### src/rtl/dmem_arbiter.sv
// Byte-serial data-memory controller: round-robin between core load/store port and host
// byte loader, splitting multi-byte core accesses into little-endian single-byte RAM cycles.
//
//   state    | meaning
//   ---------+----------------------------------------------------------
//   S_IDLE   | waiting for a request; grants core or loader
//   S_CPU_WR | issuing core store bytes 0..N-1 to the RAM
//   S_CPU_RD | issuing core load addresses and capturing returned bytes
//   S_LD_WR  | loader byte on RAM outputs, written at the next edge
//   S_DONE   | one-cycle completion pulse to the core
module dmem_arbiter #(
    parameter int ADDR_W = 8
) (
    input  logic              i_clk,
    input  logic              i_rst_n,
    input  logic              i_cpu_write,
    input  logic              i_cpu_load,
    input  logic [31:0]       i_cpu_addr,
    input  logic [31:0]       i_cpu_wdata,
    input  logic [1:0]        i_cpu_size,
    output logic [31:0]       o_cpu_rdata,
    output logic              o_cpu_done,
    output logic              o_cpu_stall,
    input  logic              i_ld_valid,
    input  logic [ADDR_W-1:0] i_ld_addr,
    input  logic [7:0]        i_ld_wdata,
    output logic              o_ld_ready,
    output logic [ADDR_W-1:0] o_mem_addr,
    output logic              o_mem_we,
    output logic [7:0]        o_mem_wdata,
    input  logic [7:0]        i_mem_rdata
);

    typedef enum logic [2:0] {
        S_IDLE   = 3'd0,
        S_CPU_WR = 3'd1,
        S_CPU_RD = 3'd2,
        S_LD_WR  = 3'd3,
        S_DONE   = 3'd4
    } state_t;

    state_t            state, state_nxt;
    logic              last_ld;
    logic              cpu_req, grant_cpu, grant_ld;
    logic [2:0]        req_n, n_q, cnt_q;
    logic [31:0]       keep_mask, wdata_q;
    logic [ADDR_W-1:0] base_q, addr_nxt;
    logic [1:0]        lane_nxt, lane_cap;
    logic              unused_addr_bits;

    assign unused_addr_bits = ^i_cpu_addr[31:ADDR_W];
    assign cpu_req  = i_cpu_write | i_cpu_load;
    assign addr_nxt = base_q + ADDR_W'(cnt_q + 3'd1);
    assign lane_nxt = cnt_q[1:0] + 2'd1;
    // cnt_q runs one cycle ahead of the returning read byte
    assign lane_cap = cnt_q[1:0] - 2'd1;

    always_comb begin
        req_n     = 3'd0;
        keep_mask = 32'h0000_0000;
        case (i_cpu_size)
            2'b01: begin req_n = 3'd1; keep_mask = 32'h0000_00FF; end
            2'b10: begin req_n = 3'd2; keep_mask = 32'h0000_FFFF; end
            2'b11: begin req_n = 3'd4; keep_mask = 32'hFFFF_FFFF; end
            default: ;
        endcase
    end

    always_comb begin
        grant_cpu = 1'b0;
        grant_ld  = 1'b0;
        if (state == S_IDLE) begin
            if (cpu_req && i_ld_valid) begin
                grant_cpu = last_ld;
                grant_ld  = ~last_ld;
            end else begin
                grant_cpu = cpu_req;
                grant_ld  = i_ld_valid;
            end
        end
    end

    always_ff @(posedge i_clk or negedge i_rst_n) begin
        if (!i_rst_n) state <= S_IDLE;
        else          state <= state_nxt;
    end

    always_comb begin
        state_nxt = state;
        case (state)
            S_IDLE: begin
                if (grant_cpu) begin
                    if (req_n == 3'd0)    state_nxt = S_DONE;
                    else if (i_cpu_write) state_nxt = S_CPU_WR;
                    else                  state_nxt = S_CPU_RD;
                end else if (grant_ld) begin
                    state_nxt = S_LD_WR;
                end
            end
            S_CPU_WR: if (cnt_q == n_q - 3'd1) state_nxt = S_DONE;
            S_CPU_RD: if (cnt_q == n_q)        state_nxt = S_DONE;
            S_LD_WR:  state_nxt = S_IDLE;
            S_DONE:   state_nxt = S_IDLE;
            default:  state_nxt = S_IDLE;
        endcase
    end

    always_comb begin
        o_cpu_done = (state == S_DONE);
        o_ld_ready = grant_ld;
    end

    assign o_cpu_stall = cpu_req & ~o_cpu_done;

    always_ff @(posedge i_clk or negedge i_rst_n) begin
        if (!i_rst_n) begin
            o_mem_addr  <= '0;
            o_mem_we    <= 1'b0;
            o_mem_wdata <= 8'h00;
            o_cpu_rdata <= 32'h0000_0000;
            last_ld     <= 1'b1;
            base_q      <= '0;
            wdata_q     <= 32'h0000_0000;
            n_q         <= 3'd0;
            cnt_q       <= 3'd0;
        end else begin
            o_mem_we <= 1'b0;
            case (state)
                S_IDLE: begin
                    if (grant_cpu) begin
                        last_ld <= 1'b0;
                        base_q  <= i_cpu_addr[ADDR_W-1:0];
                        wdata_q <= i_cpu_wdata;
                        n_q     <= req_n;
                        cnt_q   <= 3'd0;
                        if (req_n != 3'd0) begin
                            o_mem_addr <= i_cpu_addr[ADDR_W-1:0];
                            if (i_cpu_write) begin
                                o_mem_we    <= 1'b1;
                                o_mem_wdata <= i_cpu_wdata[7:0];
                            end else begin
                                o_cpu_rdata <= o_cpu_rdata & keep_mask;
                            end
                        end
                    end else if (grant_ld) begin
                        last_ld     <= 1'b1;
                        o_mem_addr  <= i_ld_addr;
                        o_mem_we    <= 1'b1;
                        o_mem_wdata <= i_ld_wdata;
                    end
                end
                S_CPU_WR: begin
                    cnt_q <= cnt_q + 3'd1;
                    if (cnt_q != n_q - 3'd1) begin
                        o_mem_addr  <= addr_nxt;
                        o_mem_we    <= 1'b1;
                        o_mem_wdata <= wdata_q[{lane_nxt, 3'b000} +: 8];
                    end
                end
                S_CPU_RD: begin
                    cnt_q <= cnt_q + 3'd1;
                    if (cnt_q + 3'd1 < n_q) o_mem_addr <= addr_nxt;
                    if (cnt_q != 3'd0) o_cpu_rdata[{lane_cap, 3'b000} +: 8] <= i_mem_rdata;
                end
                default: ;
            endcase
        end
    end

endmodule

### config.mk
export PLATFORM = sky130hd
export DESIGN_NAME = dmem_arbiter
export DESIGN_NICKNAME = d
export VERILOG_FILES = /design/src/rtl/dmem_arbiter.sv
export SDC_FILE = /design/constraint.sdc
export NUM_CORES = 1
export LEC_CHECK = 0
export BUFFER_PORTS_ARGS = -buffer_cell sky130_fd_sc_hd__buf_2
export CAP_MARGIN = 40
export CORE_AREA = 10 10 104 106
export CTS_BUF_LIST = sky130_fd_sc_hd__clkbuf_16
export CTS_CLUSTER_DIAMETER = 150
export DETAILED_ROUTE_END_ITERATION = 10
export DIE_AREA = 0 0 114 116
export PLACE_DENSITY_LB_ADDON = 0.08
export SLEW_MARGIN = 20
export SYNTH_ARGS = -nofsm -noshare
export SYNTH_HDL_FRONTEND = slang
export SYNTH_SLANG_ARGS = --single-unit
### constraint.sdc
create_clock -name i_clk -period 4 [get_ports i_clk]
set_input_delay 0.4 -clock i_clk [delete_from_list [all_inputs] [get_ports i_clk]]
set_output_delay 0.4 -clock i_clk [all_outputs]
set_load 0.1 [all_outputs]
# Word-level counts from Yosys, hierarchy flattened
# Index checks and enable logic that the tools add are counted.
dict set report totals {
  inputBits 95
  register_bits 99
}
dict set report op_classes {
  magnitude_cmp 1
  eq_ne 20
  n_reduce_logical 18
  mux 41
  add_sub_neg 7
  n_shift 3
  bitwise_logic 5
}
# op count
set ops {}
lappend ops {{two-way mux 32 bit} 4}
lappend ops {{one-hot mux 32 bit (3 select lines)} 1}
lappend ops {{two-way mux 8 bit} 10}
lappend ops {{one-hot mux 32 bit (2 select lines)} 1}
lappend ops {{bitwise AND 32 bit} 1}
lappend ops {{bitwise mux 32 bit} 1}
lappend ops {{variable shift 8 x 7 -> 32 bit (first input constant)} 1}
lappend ops {{indexed part select 32 x 6 -> 8 bit} 1}
lappend ops {{indexed part select 8 x 7 -> 32 bit} 1}
lappend ops {{one-hot mux 8 bit (3 select lines)} 1}
lappend ops {{two-way mux 3 bit} 6}
lappend ops {{one-hot mux 3 bit (3 select lines)} 2}
lappend ops {{one-hot mux 8 bit (2 select lines)} 1}
lappend ops {{AND reduction 5 bit} 3}
lappend ops {{inequality test 2 bit (second input constant)} 7}
lappend ops {{two-way mux 1 bit} 11}
lappend ops {{nonzero test 3 bit} 3}
lappend ops {{adder 8 x 4 -> 8 bit} 1}
lappend ops {{nonzero test 2 bit} 4}
lappend ops {{negation 5 -> 7 bit} 1}
lappend ops {{== test 3 bit} 2}
lappend ops {{logical NOT 3 bit} 2}
lappend ops {{inequality test 3 bit (second input constant)} 2}
lappend ops {{one-hot mux 3 bit (2 select lines)} 1}
lappend ops {{other kinds (23)} 27}

# Longest topological paths before layout
# Gate-level depths: netlist of the first run.
dict set report depth {
  word_depth 7
  depth_mapped 10
  ltp_nobuf 8
}

# Worst setup path before layout of the first run
# No wires, ideal clock.
dict set report synth_timing {
  kind {register to output}
  startpoint {register state[2]}
  endpoint {output port o_cpu_stall}
  path_buffers 1
  required_ns 3.600
  arrival_ns 4.111
  path_slack_ns -0.511
  stages_incl_launch_ff 4
  cell_sequence {dfrtp_1 > buf_2 > nor3b_1 > nor2_1}
}
dict set report synth_between {
  elab_chain_cells 3
}
# element line_no
set synth_rtl {}
lappend synth_rtl {{start: declaration} 42} ;# state_t state, state_nxt;
lappend synth_rtl {{start signal: assignment} 85} ;# else state <= state_nxt;
lappend synth_rtl {{== test 3 bit} 109} ;# o_cpu_done = (state == S_DONE);
lappend synth_rtl {{via o_cpu_done} 22} ;# output logic o_cpu_done,
lappend synth_rtl {{inverter 1 bit} 113} ;# assign o_cpu_stall = cpu_req & ~o_cpu_done;
lappend synth_rtl {{bitwise AND 1 bit} 113}
lappend synth_rtl {{end: declaration} 23} ;# output logic o_cpu_stall,
# The timed path passes the listed nets, and every way through them passes these cells.

# Worst setup path after layout of the first run
dict set report layout_timing {
  startpoint {register state[1]}
  endpoint {register o_cpu_rdata[17]}
}
dict set report layout_between {
  elab_chain_cells 4
  word_cells_on_any_way 10
}
# element line_no
set layout_rtl {}
lappend layout_rtl {{logical NOT 3 bit} {72, 128}}
lappend layout_rtl {{two-way mux 1 bit} 72} ;# if (state == S_IDLE) begin
lappend layout_rtl {{inequality test 2 bit (no line)} --}
lappend layout_rtl {{AND reduction 5 bit (no line)} --}
lappend layout_rtl {{end signal: assignment} 142} ;# o_cpu_rdata <= o_cpu_rdata & keep_mask;
lappend layout_rtl {{end signal: indexed assignment} 163} ;# if (cnt_q != 3'd0) o_cpu_rdata[{lane_cap, 3'b000} +: 8] <= i_mem_rdata;
lappend layout_rtl {{end: declaration} 21} ;# output logic [31:0] o_cpu_rdata,
# Several ways; a longest one is shown, not always the timed one.
# A chain may end at the register's enable or synchronous reset.

==> metrics.md, run 1 <==
| Metric | Value |
|---|---|
| R2R Setup Slk | 1.30 ns |
| Total congestion overflow | 0 |
| Buffer count from post-CTS setup fixing | 0 |
| EDFF count, synth | 0 |
| CP Class | flop to flop |
| Largest net degree at the start of global routing | 57 |
| Die area | roughly 13000 um^2 |
| Worst Setup Start Kind | flop |
| Clk buf depth | 2 |
| Initial antenna violation count | 0 |
| Fill cell total of the finished layout | approximately 700 |
| Inserted Clock Buffers | 9 |
| R2r startpoint | state[1]$_DFFE_PN0P_ |
| I/O Buffers | around 120 |
| Commonest non-fill, non-tap cells in the layout | 136 x nand2_1, 121 x buf_2, 98 x dfrtp_1 |
| GP Congestion | between 0.8 and 0.9 |
| Switch Pwr | between 0.002 and 0.003 W |
| Yosys warnings | 0 |
| Hold slack | between 0.1 and 0.15 ns |
| Synthesized cell area | roughly 4800 um^2 |
| Biggest cell delay along the critical path | approximately 0.63 ns |
| Critical Path RT | about 4.2 ns |
| Net Sw Frac | 0.5077 |
| Placed cell areas | 5524 um^2 |
| Fin crit share | 0.6744 |
| Part of the power in combinational logic | 0.560 |
| First-pass GRT wire length | about 19000 um |
| Fin. max-slew vios | 0 |
| Die Y | between 100 and 150 um |
| Commonest non-fill, non-tap cell in the layout | nand2_1 |
| Post-synthesis instance total | roughly 450 |
| 1st-iter DRT viols | around 250 |
| Core area | a little under 9000 um^2 |
| Post-layout min period | roughly 2.7 ns |
| FP Rows | 34 |
| Sequential-to-total area share from yosys stat | 0.5140 |
| Reg2reg path depth | 5 |
| Worst hold path class | input port to asynchronous set/reset pin |
| CTS tree | done |
| First drt pass iteration count | 4 |
| Root Buffer | clkbuf_16 |
| Reg-to-reg endpoint | o_cpu_rdata[17]$_DFFE_PN0P_ |
| Routed vias | 3740 |
| CTS Hold Buffers Added | 0 |
| RSZ-0062 raised after global routing | no |
| Flop pwr share | 0.284 |
| #FFs+latches synth | 99 |
| Post-DP HPWL | slightly below 9000 um |
| Routed length per instance | roughly 17 um |
| Share of cells above drive strength 1 | 0.3247 |
| Starting Density | 0.5557 |
| CP max FO | 26 |
| Hold Vio Cnt, Final | 0 |
| CTS resizes | 0 |
| Antenna cell count | 0 |
| Clock skew | about 0.0069 ns |
| CTS H-tree lvls | 3 |
| Pwr dens | ~1000 nW/um^2 |
| CP endpoint kind | flop |
| Vias in the first global route | a little under 4000 |
| Syn_nets | 562 |
| Number of routed nets with antenna violations | 0 |
| Clk sinks | 99 |
| Status | complete, no violations |
| Worst-path cell chain | nor3_4 > nand3_2 > a222oi_1 > o21ai_2 > a22o_1 |
| WP buf/inv | 0 |
| Clk pin slew, worst setup/hold paths | roughly 0.07 ns |
| DRC viols | 0 |
| Max Clock Freq | 370.7 MHz |
| # setup viols final | 0 |
| Area delta synth->final | 21.22% |
| Synth cell types | 47 |
| Post-Route WL | approximately 12000 um |
| Slew headroom | 0.4676 |
| Clk Latency, worst-skew pair | roughly 0.34 ns |
| TNS Setup | 0 ns |
| Via density per instance | ~5.4 |
| Io pins | about 150 |
| Clock network power share | 0.155 |
| Worst vdd ir | between 400 and 500 uV |
| Final net count | just under 700 |
| Die width | about 110 um |
| CP max-delay cell | a222oi_1 |
| Top_reg_cell synth | dfrtp_1 |
| Maxcap violations | 0 |
| Critical Path AT | 2.93 ns |
| GRT Overall Usage | 0.1795 |
| Slew @ Worst Pin | about 0.80 ns |
| Mean area per synthesized cell | 10.62 um^2 |
| Finished Cell Area | 5846 um^2 |
| Leakage power | 3.081 nW |
| Post-synth ARST share | 1.000 |
| Internal | 0.002876 W |
| Kind of cell adding the most delay to the critical path | compound AO/OA/AOI/OAI gates |
-- state kept, by name, summed over array words and instances (netlist names) --
register,count
base_q,8
o_mem_we,1
o_cpu_rdata,32
n_q,3
state,3
o_mem_addr,8
o_mem_wdata,8
wdata_q,32
last_ld,1
cnt_q,3
-- power by group through the flow --
stage,clock network [W],logic (W),registers [W]
after floorplan,0,0.00165,0.00268
after global placement,0,0.00323,0.00166
after detailed placement,0,0.00329,0.00168
after CTS,0.000929,0.00331,0.00166
after global routing,0.000960,0.00353,0.00172
final,0.000906,0.00327,0.00166
-- synth_stat cells, types with 3 or more instances --
master    instances  share of area
xnor2_1           6          0.011
buf_1             3         0.0023
or2_2             4         0.0052
nor3_4            3          0.010
o21ai_2           4         0.0073
buf_6             3         0.0070
ha_1             12          0.031
mux4_2            8          0.037
a21oi_1           5         0.0052
nand2_1         136           0.11
a22o_1           34          0.062
nor2_1           13          0.010
mux2i_1          18          0.037
o21ai_0          23          0.024
nand2b_1          5         0.0065
a211oi_1          3         0.0047
inv_1            11         0.0086
mux2_2           16          0.037
dfrtp_1          98           0.51
and3_1            3         0.0039
buf_2            10          0.010
xor2_1            3         0.0054
clkbuf_1          4         0.0031
-- stage by stage --
stage | power (W) | util | cells | worst slack, ns
2_1_floorplan | 0.004333 | - | 454 | 0.9602
3_3_place_gp | 0.004890 | 0.6365 | 671 | 1.256
3_5_place_dp | 0.004966 | 0.6365 | 671 | 1.259
4_1_cts | 0.005895 | 0.6736 | 687 | 1.257
5_1_grt | 0.006207 | 0.6736 | 687 | 1.075
6_report | 0.005841 | 0.6736 | 687 | 1.303
-- area by class of cell --
cell class,count,area (um^2),area share
Tap cell,108,135.1,0.02312
Timing Repair Buffer,129,665.6,0.1139
Clock inverter,7,96.34,0.01648
Sequential cell,99,2479,0.4240
Multi-Input combinational cell,324,2203,0.3769
Clock buffer,9,225.2,0.03853
Inverter,11,41.29,0.007063
-- worst max path at each step --
stage	cells after the start	from	end	slack (ns)
6_report	5	state[1]$_DFFE_PN0P_	o_cpu_rdata[17]$_DFFE_PN0P_	1.30
5_1_grt	5	state[1]$_DFFE_PN0P_	o_cpu_rdata[10]$_DFFE_PN0P_	1.08
4_1_cts	5	state[1]$_DFFE_PN0P_	o_cpu_rdata[23]$_DFFE_PN0P_	1.26
3_5_place_dp	5	state[1]$_DFFE_PN0P_	o_cpu_rdata[23]$_DFFE_PN0P_	1.26
3_3_place_gp	5	state[1]$_DFFE_PN0P_	o_cpu_rdata[20]$_DFFE_PN0P_	1.26
2_1_floorplan	3	state[1]$_DFFE_PN0P_	o_cpu_stall	0.96
-- cell families after synthesis --
group / count (synthesis) / synth area share
and+or+nand+nor: 178 / 0.1663
xor gates and xnor gates: 9 / 0.01635
buffers and inverters: 31 / 0.03139
muxes: 42 / 0.1121
adders and majority gates: 13 / 0.03529
AOI/OAI and AO/OA: 82 / 0.1245
DFF: 99 / 0.5140
-- routing by layer --
metal / track usage / up-vias / wire, um / share of wire
met2: 0.2927 / 103 / 5801 / 0.48
met3: 0.05271 / 11 / 875 / 0.073
met1: 0.2274 / 1809 / 5159 / 0.43
met4: 0.05180 / 0 / 144 / 0.012
li1: - / 1817 / - / -
met5: 0 / - / 0 / 0
No activity file was read; power rests on OpenSTA's default activity.
==> run 2: changes to the inputs <==
- CORE_AREA: 10 10 104 106 -> 10 10 113 115
- DIE_AREA: 0 0 114 116 -> 0 0 123 125
- clock period: 4 -> 2.4 ns (I/O delays scaled with it)
==> run 2 against run 1 <==
  * Utilization decreased by 11 points
  * Cell count is 6.0% higher
  * Via count is 1.7% higher
  * Combinational power increased by 72%
  * Worst hold slack got worse by 0.054 ns
  * Clock power increased by 69%
  * Die area grew 16%
  * Sequential cell count stayed put
  * Register-to-register slack worse by 1.1 ns
  * Largest cell class unchanged
  * Largest power group unchanged
==> metrics.md, run 2 (synthesis results as in run 1) <==
| Metric | Value |
|---|---|
| Area delta synth->final | 24.26% |
| Worst hold path class | input port to flop |
| Clk pin slew, worst setup/hold paths | 0.07 ns |
| Pwr dens | between 1500 and 2000 nW/um^2 |
| Total congestion overflow | 0 |
| Worst-path cell chain | inv_1 > ha_4 > ha_1 > nor2b_1 > o21ai_0 > a2bb2oi_2 > buf_4 > mux2_2 |
| Post-DP HPWL | roughly 9000 um |
| 1st-iter DRT viols | about 360 |
| Biggest cell delay along the critical path | 0.50 ns |
| Initial antenna violation count | 0 |
| Vias in the first global route | just under 4000 |
| Status | complete, no violations |
| Worst vdd ir | 857.6 uV |
| Hold Path Depth | 3 |
| Hold Path Origin | i_cpu_wdata[22] |
| First drt pass iteration count | 5 |
| Max Clock Freq | about 450 MHz |
| Placed cells | just over 700 |
| Antenna cell count | 0 |
| Fin cells | 728 |
| Met2 WL | between 5000 and 6000 um |
| CP max FO | 8 |
| # setup viols final | 0 |
| Commonest non-fill, non-tap cells in the layout | 136 x nand2_1, 121 x buf_2, 98 x dfrtp_1 |
| Fin crit share | 0.9285 |
| Worst Hold End | wdata_q[22]$_DFFE_PN0N_ |
| CP endpoint kind | flop |
| Root Buffer | clkbuf_16 |
| RSZ-0062 raised after global routing | no |
| Reg-to-reg endpoint | o_mem_addr[2]$_DFFE_PN0P_ |
| Starting Density | 0.4548 |
| CP Class | flop to flop |
| Critical Path RT | 2.63 ns |
| I/O Buffers | between 100 and 150 |
| Largest registers | o_cpu_rdata (32), wdata_q (32) |
| Routed vias | 3805 |
| Reg2reg path depth | 8 |
| CTS tree | done |
| Commonest non-fill, non-tap cell in the layout | nand2_1 |
| Post-layout min period | 2.228 ns |
| Number of routed nets with antenna violations | 0 |
| Critical Path Start | cnt_q[1]$_DFFE_PN0P_ |
| First-pass GRT wire length | just over 20000 um |
| Maxcap violations | 0 |
| Final net count | between 600 and 700 |
| Io pins | 147 |
| Clk buf depth | 2 |
| Core area | roughly 11000 um^2 |
| Via density per instance | about 5.2 |
| Hold Vio Cnt, Final | 0 |
| Critical Path AT | between 2 and 2.5 ns |
| Post-Route WL | roughly 12000 um |
| GRT Overall Usage | 0.1640 |
| Die area | around 15000 um^2 |
| Largest net degree at the start of global routing | 43 |
| CTS H-tree lvls | 3 |
| Slew headroom | 0.5106 |
| Routed length per instance | 17.02 um |
| DR top layer | met4 |
| GP Congestion | 0.8315 |
| Leakage power | 3.136 nW |
| FP Rows | 38 |
| Worst Setup Start Kind | flop |
| Clock skew | 0.007891 ns |
| R2r startpoint | cnt_q[1]$_DFFE_PN0P_ |
| Die Y | 125 um |
| Die width | about 120 um |
| Met3 routed WL | between 800 and 900 um |
| Slew @ Worst Pin | 0.7309 ns |
| R2R Setup Slk | around 0.17 ns |
| DRC viols | 0 |
| Fin. max-slew vios | 0 |
| Share of cells above drive strength 1 | 0.3350 |
| CP max-delay cell | dfrtp_1 |
| Clk Latency, worst-skew pair | ~0.35 ns |
| Inserted Clock Buffers | 9 |
| TNS Setup | 0 ns |
| Met1 WL | 5620 um |
| Clk sinks | 99 |
[run 2: cell types whose count changed in the layout (fill, tap and decap cells not counted)]
cell | previous run | this run
clkinv_4 | 1 | 0
ha_4 | 0 | 1
dlygate4sd3_1 | 0 | 1
inv_8 | 0 | 3
clkinv_8 | 2 | 0
buf_4 | 8 | 14
ha_1 | 12 | 11
buf_12 | 0 | 2
nor3b_2 | 2 | 1
nor3b_4 | 0 | 1
[run 2: how the worst max path moves through the flow]
stage	to	slack (ns)	depth (start not counted)
floorplan	o_mem_wdata[5]$_DFFE_PN0P_	0.02	9
global placement	o_mem_addr[4]$_DFFE_PN0P_	0.21	8
detailed placement	o_mem_addr[4]$_DFFE_PN0P_	0.17	8
CTS	o_mem_addr[1]$_DFFE_PN0P_	0.16	8
global route	o_mem_addr[0]$_DFFE_PN0P_	0.01	8
finish	o_mem_addr[2]$_DFFE_PN0P_	0.17	8
[run 2: routing by layer]
layer / track usage / vias to the layer above
met1: 0.2167 / 1847
met5: 0 / -
met2: 0.2584 / 106
met3: 0.04545 / 10
met4: 0.04455 / 0
li1: - / 1842
[run 2: cell type report]
type                    count  area, um^2
flip-flops and latches     99        2479
clock inverters             7       88.84
inverters                  11       41.29
well taps                 140       175.2
repair buffers            138       760.7
fillers                   938        4611
multi-input cells         324        2222
clock buffers               9       225.2
[run 2: through the flow]
stage	power, W	util	hold WS, ns	setup WS, ns	instance area, um^2
after floorplan	0.007271	-	-0.05559	0.02451	4855
after global placement	0.008335	0.5339	0.2496	0.2102	5660
after detailed placement	0.008438	0.5339	0.2501	0.1671	5660
after CTS	0.009996	0.5644	0.06746	0.1626	5984
after global routing	0.01059	0.5651	0.08214	0.01426	5992
final	0.009899	0.5651	0.07702	0.1716	5992
[run 2: timing repair]
item | CTS | global route
buffers inserted | 0 | 1
hold buffers | 1 | 0
setup endpoints to repair | 0 | 16
gates resized for setup | 0 | 0
hold endpoints to repair | 35 | 0
[run 2: worst max-delay path: cells and delay by family, from the launching register on]
family	cells	cell delay [ns]
adders and majority gates	2	0.51
DFF	1	0.50
buffers and inverters	2	0.40
muxes	1	0.35
AOI/OAI and AO/OA	2	0.24
and+or+nand+nor	1	0.11
[run 2: power breakdown]
group | internal [W] | switching [W]
combinational | 0.00173 | 0.00388
clock | 0.000838 | 0.000687
sequential | 0.00234 | 0.000421
total | 0.00491 | 0.00499
==> run 3: changes to the inputs <==
- CTS_CLUSTER_DIAMETER: 150 -> default
- REMOVE_ABC_BUFFERS: default -> 1
==> run 3 against run 2 <==
  * Sequential power about the same
  * Total power decreased by 1.5%
  * First-iteration DRC count decreased by 26%
  * Critical endpoint is now o_mem_addr[1]$_DFFE_PN0P_
  * Sequential cell count unchanged
  * Largest power group unchanged
  * Wire length increased by 3.3%
==> metrics.md, run 3 (synthesis results as in run 1) <==
| Metric | Value |
|---|---|
| Status | complete, no violations |
| Die area | roughly 15000 um^2 |
| Worst vdd ir | between 800 and 900 uV |
| Post-DP HPWL | between 9000 and 10000 um |
| RSZ-0062 raised after global routing | no |
| First-pass GRT wire length | between 20000 and 25000 um |
| Hold slack | approximately 0.077 ns |
| Maxcap violations | 0 |
| Fin crit share | 0.9293 |
| CTS H-tree lvls | 3 |
| Critical Path AT | around 2.5 ns |
| Core area | between 10000 and 15000 um^2 |
| I/O Buffers | approximately 120 |
| Final net count | around 700 |
| Die Y | 125 um |
| Clk sinks | slightly below 100 |
| Worst Setup Start Kind | flop |
| Largest registers | o_cpu_rdata (32), wdata_q (32) |
| Clock skew | 0.007249 ns |
| Kind of cell adding the most delay to the critical path | adder cells |
| Fill cell total of the finished layout | between 900 and 1000 |
| Leakage power | just over 3 nW |
| Initial antenna violation count | 0 |
| Total congestion overflow | 0 |
| 1st-iter DRT viols | roughly 270 |
| Via density per instance | roughly 5.2 |
| Die width | 123 um |
| Pwr dens | 1645 nW/um^2 |
| CP max FO | 8 |
| Worst-path cell chain | inv_1 > ha_1 > ha_1 > nor2b_1 > o21ai_0 > a2bb2oi_2 > buf_4 > mux2_2 |
| Fin cells | between 700 and 800 |
| Io pins | ~150 |
| CTS tree | done |
| First drt pass iteration count | 4 |
| Largest net degree at the start of global routing | between 50 and 60 |
| WP buf/inv | 2 |
| Worst hold path class | input port to flop |
| Number of routed nets with antenna violations | 0 |
| Post-Route WL | 12800 um |
| Vias in the first global route | ~4100 |
| Clk buf depth | 2 |
| Clk Latency, worst-skew pair | about 0.35 ns |
| Hold Vio Cnt, Final | 0 |
| Routed length per instance | approximately 18 um |
| TNS Setup | 0 ns |
| Placed cells | 710 |
| GRT Overall Usage | 0.1716 |
| Clk pin slew, worst setup/hold paths | 0.07 ns |
| # setup viols final | 0 |
| Slew @ Worst Pin | 0.7369 ns |
| CP max-delay cell | dfrtp_2 |
| DRC viols | 0 |
| Starting Density | 0.4548 |
| CP Class | flop to flop |
| GP Congestion | roughly 0.81 |
| Commonest non-fill, non-tap cells in the layout | 136 x nand2_1, 121 x buf_2, 97 x dfrtp_1 |
| Inserted Clock Buffers | 9 |
| Most used cell, CP | ha_1 |
| Slew headroom | 0.5066 |
| Root Buffer | clkbuf_16 |
| Area delta synth->final | 22.89% |
| Fin. max-slew vios | 0 |
| FP Rows | 38 |
| Routed vias | roughly 3800 |
| Commonest non-fill, non-tap cell in the layout | nand2_1 |
| Biggest cell delay along the critical path | between 0.4 and 0.5 ns |
| Antenna cell count | 0 |
| Critical Path RT | 2.63 ns |
| CP endpoint kind | flop |
| Share of cells above drive strength 1 | 0.3288 |
| Max Clock Freq | ~450 MHz |
| Post-layout min period | ~2.2 ns |
run 3: changes by cell type in the layout (fill, tap and decap cells not counted):
cell       before  now
inv_6           2    1
nor3b_1         0    1
buf_4          14   13
bufinv_16       1    0
clkinv_1        0    1
inv_1          11   12
ha_4            1    0
dfrtp_1        98   97
dfrtp_2         0    1
clkinv_4        0    2
nor3b_4         1    0
ha_1           11   12
inv_8           3    1
run 3: cell type report:
type                            instances  area [um^2]  area share
Clock buffer                            9        225.2     0.03801
Clock inverter                          7        52.55    0.008868
Inverter                               11        41.29    0.006968
Multi-Input combinational cell        324         2198      0.3710
Sequential cell                        99         2480      0.4185
Tap cell                              140        175.2     0.02956
Timing Repair Buffer                  137        753.2      0.1271
run 3: power breakdown:
group	total (W)	leakage [nW]	switching, W	internal (W)
Sequential	0.00276	1.27	0.000421	0.00234
Clock	0.00137	0.137	0.000662	0.000711
Combinational	0.00561	1.71	0.00390	0.00171
Total	0.00975	3.11	0.00499	0.00476
run 3: metal layers:
metal,vias to the layer above,global-route usage,routed length [um]
li1,1830,-,-
met1,1868,0.2276,5884
met2,109,0.2641,5839
met3,9,0.05221,951
met4,0,0.05072,125
met5,-,0,0
run 3: repair_timing:
item	4_1_cts	5_1_grt
hold endpoints to repair	37	0
resized for setup	0	1
buffers inserted	0	0
hold buffers	1	0
setup endpoints to repair	0	20
run 3: through the flow:
| step | total power, W | setup WS [ns] | utilization | cell area (um^2) |
|---|---|---|---|---|
| after floorplan | 0.007083 | -1.948 | - | 4712 |
| after global placement | 0.008330 | 0.1462 | 0.5316 | 5637 |
| after detailed placement | 0.008457 | 0.07465 | 0.5316 | 5637 |
| after CTS | 0.009866 | 0.04705 | 0.5588 | 5924 |
| after global routing | 0.01041 | 0.02900 | 0.5589 | 5926 |
| final | 0.009750 | 0.1696 | 0.5589 | 5926 |
run 3: final timing paths:
kind / start / endpoint / slack (ns) / cells after the start
max in group asynchronous: i_rst_n / last_ld$_DFFE_PN1P_ / 1.33 / 3
min in group asynchronous: i_rst_n / o_cpu_rdata[7]$_DFFE_PN0P_ / 0.41 / 2
max: cnt_q[1]$_DFFE_PN0P_ / o_mem_addr[1]$_DFFE_PN0P_ / 0.17 / 8
max reg2reg: cnt_q[1]$_DFFE_PN0P_ / o_mem_addr[1]$_DFFE_PN0P_ / 0.17 / 8
min: i_cpu_wdata[28] / wdata_q[28]$_DFFE_PN0N_ / 0.08 / 3
min reg2reg: wdata_q[19]$_DFFE_PN0N_ / wdata_q[19]$_DFFE_PN0N_ / 0.47 / 2
run 3: tightest hold or removal path, cell delays in order:
cell     delay (ns)
buf_2          0.07
nand2_1        0.04
nand2_1        0.04
